===== config.mk =====
export PLATFORM = sky130hd
export DESIGN_NAME = fu_alg_sticky_acc
export DESIGN_NICKNAME = d
export VERILOG_FILES = /design/src/rtl/fu_alg_sticky_acc.sv
export SDC_FILE = /design/constraint.sdc
export NUM_CORES = 1
export LEC_CHECK = 0
export CORE_AREA = 2 2 57 59
export CTS_CLUSTER_SIZE = 30
export DETAILED_ROUTE_END_ITERATION = 7
export DIE_AREA = 0 0 59 61
export MAX_ROUTING_LAYER = met4
export PLACE_DENSITY = 0.69
export SYNTH_ARGS = -nofsm -noshare
export SYNTH_HDL_FRONTEND = slang
export SYNTH_SLANG_ARGS = --single-unit

===== constraint.sdc =====
create_clock -name nclk -period 1.8 [get_ports nclk]
set_input_delay 0.36 -clock nclk [delete_from_list [all_inputs] [get_ports nclk]]
set_output_delay 0.36 -clock nclk [all_outputs]
set_load 0.01 [all_outputs]

===== src/rtl/fu_alg_sticky_acc.sv =====
// Alignment-shifter sticky reducer: ORs the shifted-out operand into one leading
// group plus NGRP equal groups and accumulates them across multi-beat operations.
module fu_alg_sticky_acc #(
    parameter int DATA_W = 68,
    parameter int LEAD_W = 4,
    parameter int GRP_W  = 16,
    parameter int LAT    = 1,
    localparam int NGRP  = (DATA_W - LEAD_W) / GRP_W
) (
    input  logic              nclk,
    input  logic              rst_b,
    input  logic              in_vld,
    input  logic              in_first,
    input  logic              in_last,
    input  logic [0:DATA_W-1] in_data,
    input  logic              flush,
    output logic              out_vld,
    output logic [0:NGRP]     out_sticky,
    output logic              out_any,
    output logic              busy
);

    if (((DATA_W - LEAD_W) % GRP_W != 0) || (LAT != 1 && LAT != 2)) begin : g_param_chk
        $error("fu_alg_sticky_acc: groups must tile DATA_W-LEAD_W and LAT must be 1 or 2");
    end

    logic [0:NGRP] w_g;

    assign w_g[0] = |in_data[0:LEAD_W-1];
    for (genvar k = 1; k <= NGRP; k++) begin : g_grp
        assign w_g[k] = |in_data[LEAD_W+(k-1)*GRP_W +: GRP_W];
    end

    // Beat as seen by the accumulator; flush kills it in the same cycle.
    logic          w_a_vld;
    logic          w_a_first;
    logic          w_a_last;
    logic [0:NGRP] w_a_g;

    if (LAT == 2) begin : g_s1
        logic          r_s1_vld;
        logic          r_s1_first;
        logic          r_s1_last;
        logic [0:NGRP] r_s1_g;

        always_ff @(posedge nclk or negedge rst_b) begin
            if (!rst_b) begin
                r_s1_vld   <= 1'b0;
                r_s1_first <= 1'b0;
                r_s1_last  <= 1'b0;
                r_s1_g     <= '0;
            end else begin
                r_s1_vld <= in_vld & ~flush;
                if (in_vld) begin
                    r_s1_first <= in_first;
                    r_s1_last  <= in_last;
                    r_s1_g     <= w_g;
                end
            end
        end

        assign w_a_vld   = r_s1_vld & ~flush;
        assign w_a_first = r_s1_first;
        assign w_a_last  = r_s1_last;
        assign w_a_g     = r_s1_g;
    end else begin : g_s0
        assign w_a_vld   = in_vld & ~flush;
        assign w_a_first = in_first;
        assign w_a_last  = in_last;
        assign w_a_g     = w_g;
    end

    logic          r_busy;
    logic [0:NGRP] r_acc;
    logic          r_out_vld;
    logic [0:NGRP] r_sticky;
    logic          r_any;
    logic [0:NGRP] w_base;
    logic [0:NGRP] w_new;

    // A beat without an open operation starts one, with or without first.
    assign w_base = (w_a_first || !r_busy) ? '0 : r_acc;
    assign w_new  = w_base | w_a_g;

    always_ff @(posedge nclk or negedge rst_b) begin
        if (!rst_b) begin
            r_busy    <= 1'b0;
            r_acc     <= '0;
            r_out_vld <= 1'b0;
            r_sticky  <= '0;
            r_any     <= 1'b0;
        end else begin
            r_out_vld <= 1'b0;
            if (flush) begin
                r_acc  <= '0;
                r_busy <= 1'b0;
            end else if (w_a_vld) begin
                r_acc  <= w_new;
                r_busy <= ~w_a_last;
                if (w_a_last) begin
                    r_out_vld <= 1'b1;
                    r_sticky  <= w_new;
                    r_any     <= |w_new;
                end
            end
        end
    end

    assign out_vld    = r_out_vld;
    assign out_sticky = r_sticky;
    assign out_any    = r_any;
    assign busy       = r_busy;

endmodule


==> flow_summary.ini <==
[worst_setup_path]
worst-path-max-fanout = 2
critical_path.endpoint_type = register
worstPathRequired_ns = 1.93
timing.critical_path.from_type = primary input
arrival_ns = 1.89
timing.reg2reg.setup_slack_ns = 0.46
worstSetupPathType = in -> reg
depth_of_the_worst_register_to_register_path = 4

[final_layout]
layout.nets = 232
areaGrowthSynthToFinish_pct = 136.1
most_frequent_cells_in_the_layout = 81 x sky130_fd_sc_hd__clkdlybuf4s50_1, 16 x sky130_fd_sc_hd__nor4_1, 13 x sky130_fd_sc_hd__dfrtp_1
insertedDiodeCount = 0
num-fill-cells = 294
drive_gt1_share_pct = 5.732
layout_commonest_cell = sky130_fd_sc_hd__clkdlybuf4s50_1
post-route-util_pct = 52.92

[routing]
drt_iter0_drc = 6
ant_nets = 0
drt-vias-per-instance = 4.868
vias_after_detailed_routing = 925
finalWirelength_um = 2468
route.detailed.wl_per_inst_um = 12.99
route.detailed.drc = 0
detailedRoute.firstPassIterationCount = 4

[global_routing]
grt_pass1_wl_um = 3795
track_usage_pct = 14.58
antenna_found_initial = 0
global_route.usage.met3_pct = 4.051
grt_most_used_layer = met2
largest_net_degree_at_the_start_of_global_routing = 14
global_route.usage.met1_pct = 12.09
gr-usage-met2_pct = 30.16
number_of_global_route_vias_before_repair = 975
globalRoute.totalOverflow = 0

[floorplan]
num_io_pins = 82
die_area_um2 = 3599
row_count = 20
floorplan.die.height_um = 61
effective_utilization_at_floorplan_pct = 22.42
floorplan.core_area_um2 = 2953
die_w_um = 59

[power]
worst_ir_drop_vdd_v = 0.0001907
power.switching_fraction_pct = 22.66
seq_power_share_pct = 43.3
cellPowerDensity_nw_per_um2 = 490.2
clock_power_share_pct = 23.0
p_leak_nw = 0.5989
cell_internal_pwr_mw = 0.5925
power.switching_mw = 0.1736
logic_pwr_share_pct = 33.8

[clock_network]
clk_root_buffer_cell = sky130_fd_sc_hd__clkbuf_4
cts_max_level = 1
clkSlewWorstSetupHoldPaths_ns = 0.08
insertion_delay_of_the_later_clocked_pin_in_the_worst_skew_pair_ns = 0.27
ctsLongestPathBuffers = 2
cts.sink_count = 13
tritoncts = done
numCtsBuffers = 3
cts_setup_buffers = 0
post_cts_resized = 0
postCtsHoldBufs = 0

[logic_synthesis]
synth.cell_area_um2 = 661.9
yosys.cell_types.count = 18
syn_avg_cell_area_um2 = 9.456
synthTopCellsByArea = sky130_fd_sc_hd__dfrtp_1 49%, sky130_fd_sc_hd__nor4_1 15%, sky130_fd_sc_hd__a211oi_1 5.7%, sky130_fd_sc_hd__nor2_1 4.0%, sky130_fd_sc_hd__a21oi_1 3.8%
synth-seq-area-share_pct = 49.15
synth_top_area_share_pct = 49.15
syn_nets = 144
yosysWarningCount = 0
number_of_instances_in_the_synthesized_netlist = 70
synth-seq-cells = 13
synthDominantAreaCellType = sky130_fd_sc_hd__dfrtp_1

[timing]
rsz0062_at_grt = no
timing.final.max_slew_violations = 0
timing.slew.headroom_pct = 61.05
timing.final.crit_share_pct = 97.44
worst_pin_slew_ns = 0.5825
clock_skew_ns = 0.003366
setup-violations-final = 0
setup_slack_ns = 0.04613
finalCriticalPeriod_ns = 1.754
max_freq_mhz = 570.2
final_hold_viol_count = 0
hold-worst-slack_ns = 0.4571

[flow_run]
max-cap-violations = 0

[place]
hpwlAfterDp_um = 2163
gp_routability_congestion = 0.7841
preCtsSetupSlack_ns = -0.2789
place.port_buffers = 81

[hold_path]
min_path_type = in -> async

[outcome]
outcome = complete, no violations
## path summary, 6_finish.rpt
path	start	endpoint
max in group asynchronous	rst_b	r_acc[0]
worst min register to register	out_sticky[2]	out_sticky[2]
worst max register to register	busy	out_any
worst min-delay path	rst_b	r_acc[3]
min in group nclk	out_sticky[2]	out_sticky[2]
worst max-delay path	in_data[2]	out_any
## logic make-up (layout without fill, tap and decap cells)
group           Yosys count  after routing  share of synthesized area [%]
flops                    13             13                          49.15
buf+inv                   4             91                          2.269
simple gates             34             34                          28.92
mux                       1              1                          1.512
compound gates           18             18                          18.15
## flip-flops by register name (all words and copies together) (netlist names)
signal      count
r_acc           5
busy            1
out_vld         1
out_any         1
out_sticky      5
## cells in the mapped netlist
library cell / count
sky130_fd_sc_hd__nor2_1: 7
sky130_fd_sc_hd__clkbuf_1: 2
sky130_fd_sc_hd__or4_4: 1
sky130_fd_sc_hd__a211oi_2: 1
sky130_fd_sc_hd__a211oi_1: 5
sky130_fd_sc_hd__a41oi_1: 1
sky130_fd_sc_hd__nor4_1: 16
sky130_fd_sc_hd__dfrtp_1: 13
sky130_fd_sc_hd__a21oi_1: 5
sky130_fd_sc_hd__inv_1: 2
sky130_fd_sc_hd__nand3b_1: 1
sky130_fd_sc_hd__a211o_1: 1
sky130_fd_sc_hd__o21a_1: 1
sky130_fd_sc_hd__mux2i_1: 1
sky130_fd_sc_hd__nand2_1: 4
sky130_fd_sc_hd__nand4_1: 4
sky130_fd_sc_hd__o21ai_0: 4
sky130_fd_sc_hd__nor2b_1: 1
## routing by layer
metal / share of wire [%] / vias to the layer above
met5: 0 / -
li1: - / 453
met3: 14 / 2
met1: 33 / 412
met4: 0.57 / 0
met2: 52 / 58
## final cells by class
cell class / count / area [um2] / share of cell area (%)
inverter: 2 / 7.507 / 0.4804
tap: 33 / 41.29 / 2.642
multi-input combinational: 53 / 321.6 / 20.58
sequential: 13 / 325.3 / 20.82
clock buffer: 4 / 26.28 / 1.681
timing repair buffer: 85 / 840.8 / 53.80
## worst max-delay path, stage by stage
cell                              delay [ns]
sky130_fd_sc_hd__clkdlybuf4s50_1        0.40
sky130_fd_sc_hd__or4_4                  0.53
sky130_fd_sc_hd__a211o_1                0.27
sky130_fd_sc_hd__a211oi_2               0.20
sky130_fd_sc_hd__a41oi_1                0.13
## per-stage QoR
| stage | cells | power [mW] | cell area, um2 | TNS [ns] |
|---|---|---|---|---|
| 3_3_place_gp | 186 | 0.5937 | 1536 | -0.2892 |
| 6_report | 190 | 0.7661 | 1563 | 0 |
| 4_1_cts | 190 | 0.7789 | 1563 | 0 |
| 3_5_place_dp | 186 | 0.6002 | 1536 | -0.3093 |
| 2_1_floorplan | 70 | 0.3800 | 661.9 | 0 |
| 5_1_grt | 190 | 0.8090 | 1563 | 0 |
## power by group through the flow
stage / clock network (mW) / registers [mW] / logic [mW]
after CTS: 0.183 / 0.333 / 0.263
after detailed placement: 0 / 0.338 / 0.262
after floorplan: 0 / 0.344 / 0.0357
final: 0.176 / 0.331 / 0.259
after global placement: 0 / 0.336 / 0.257
after global routing: 0.195 / 0.336 / 0.278
Note: power is estimated with default switching activity, not from simulation.
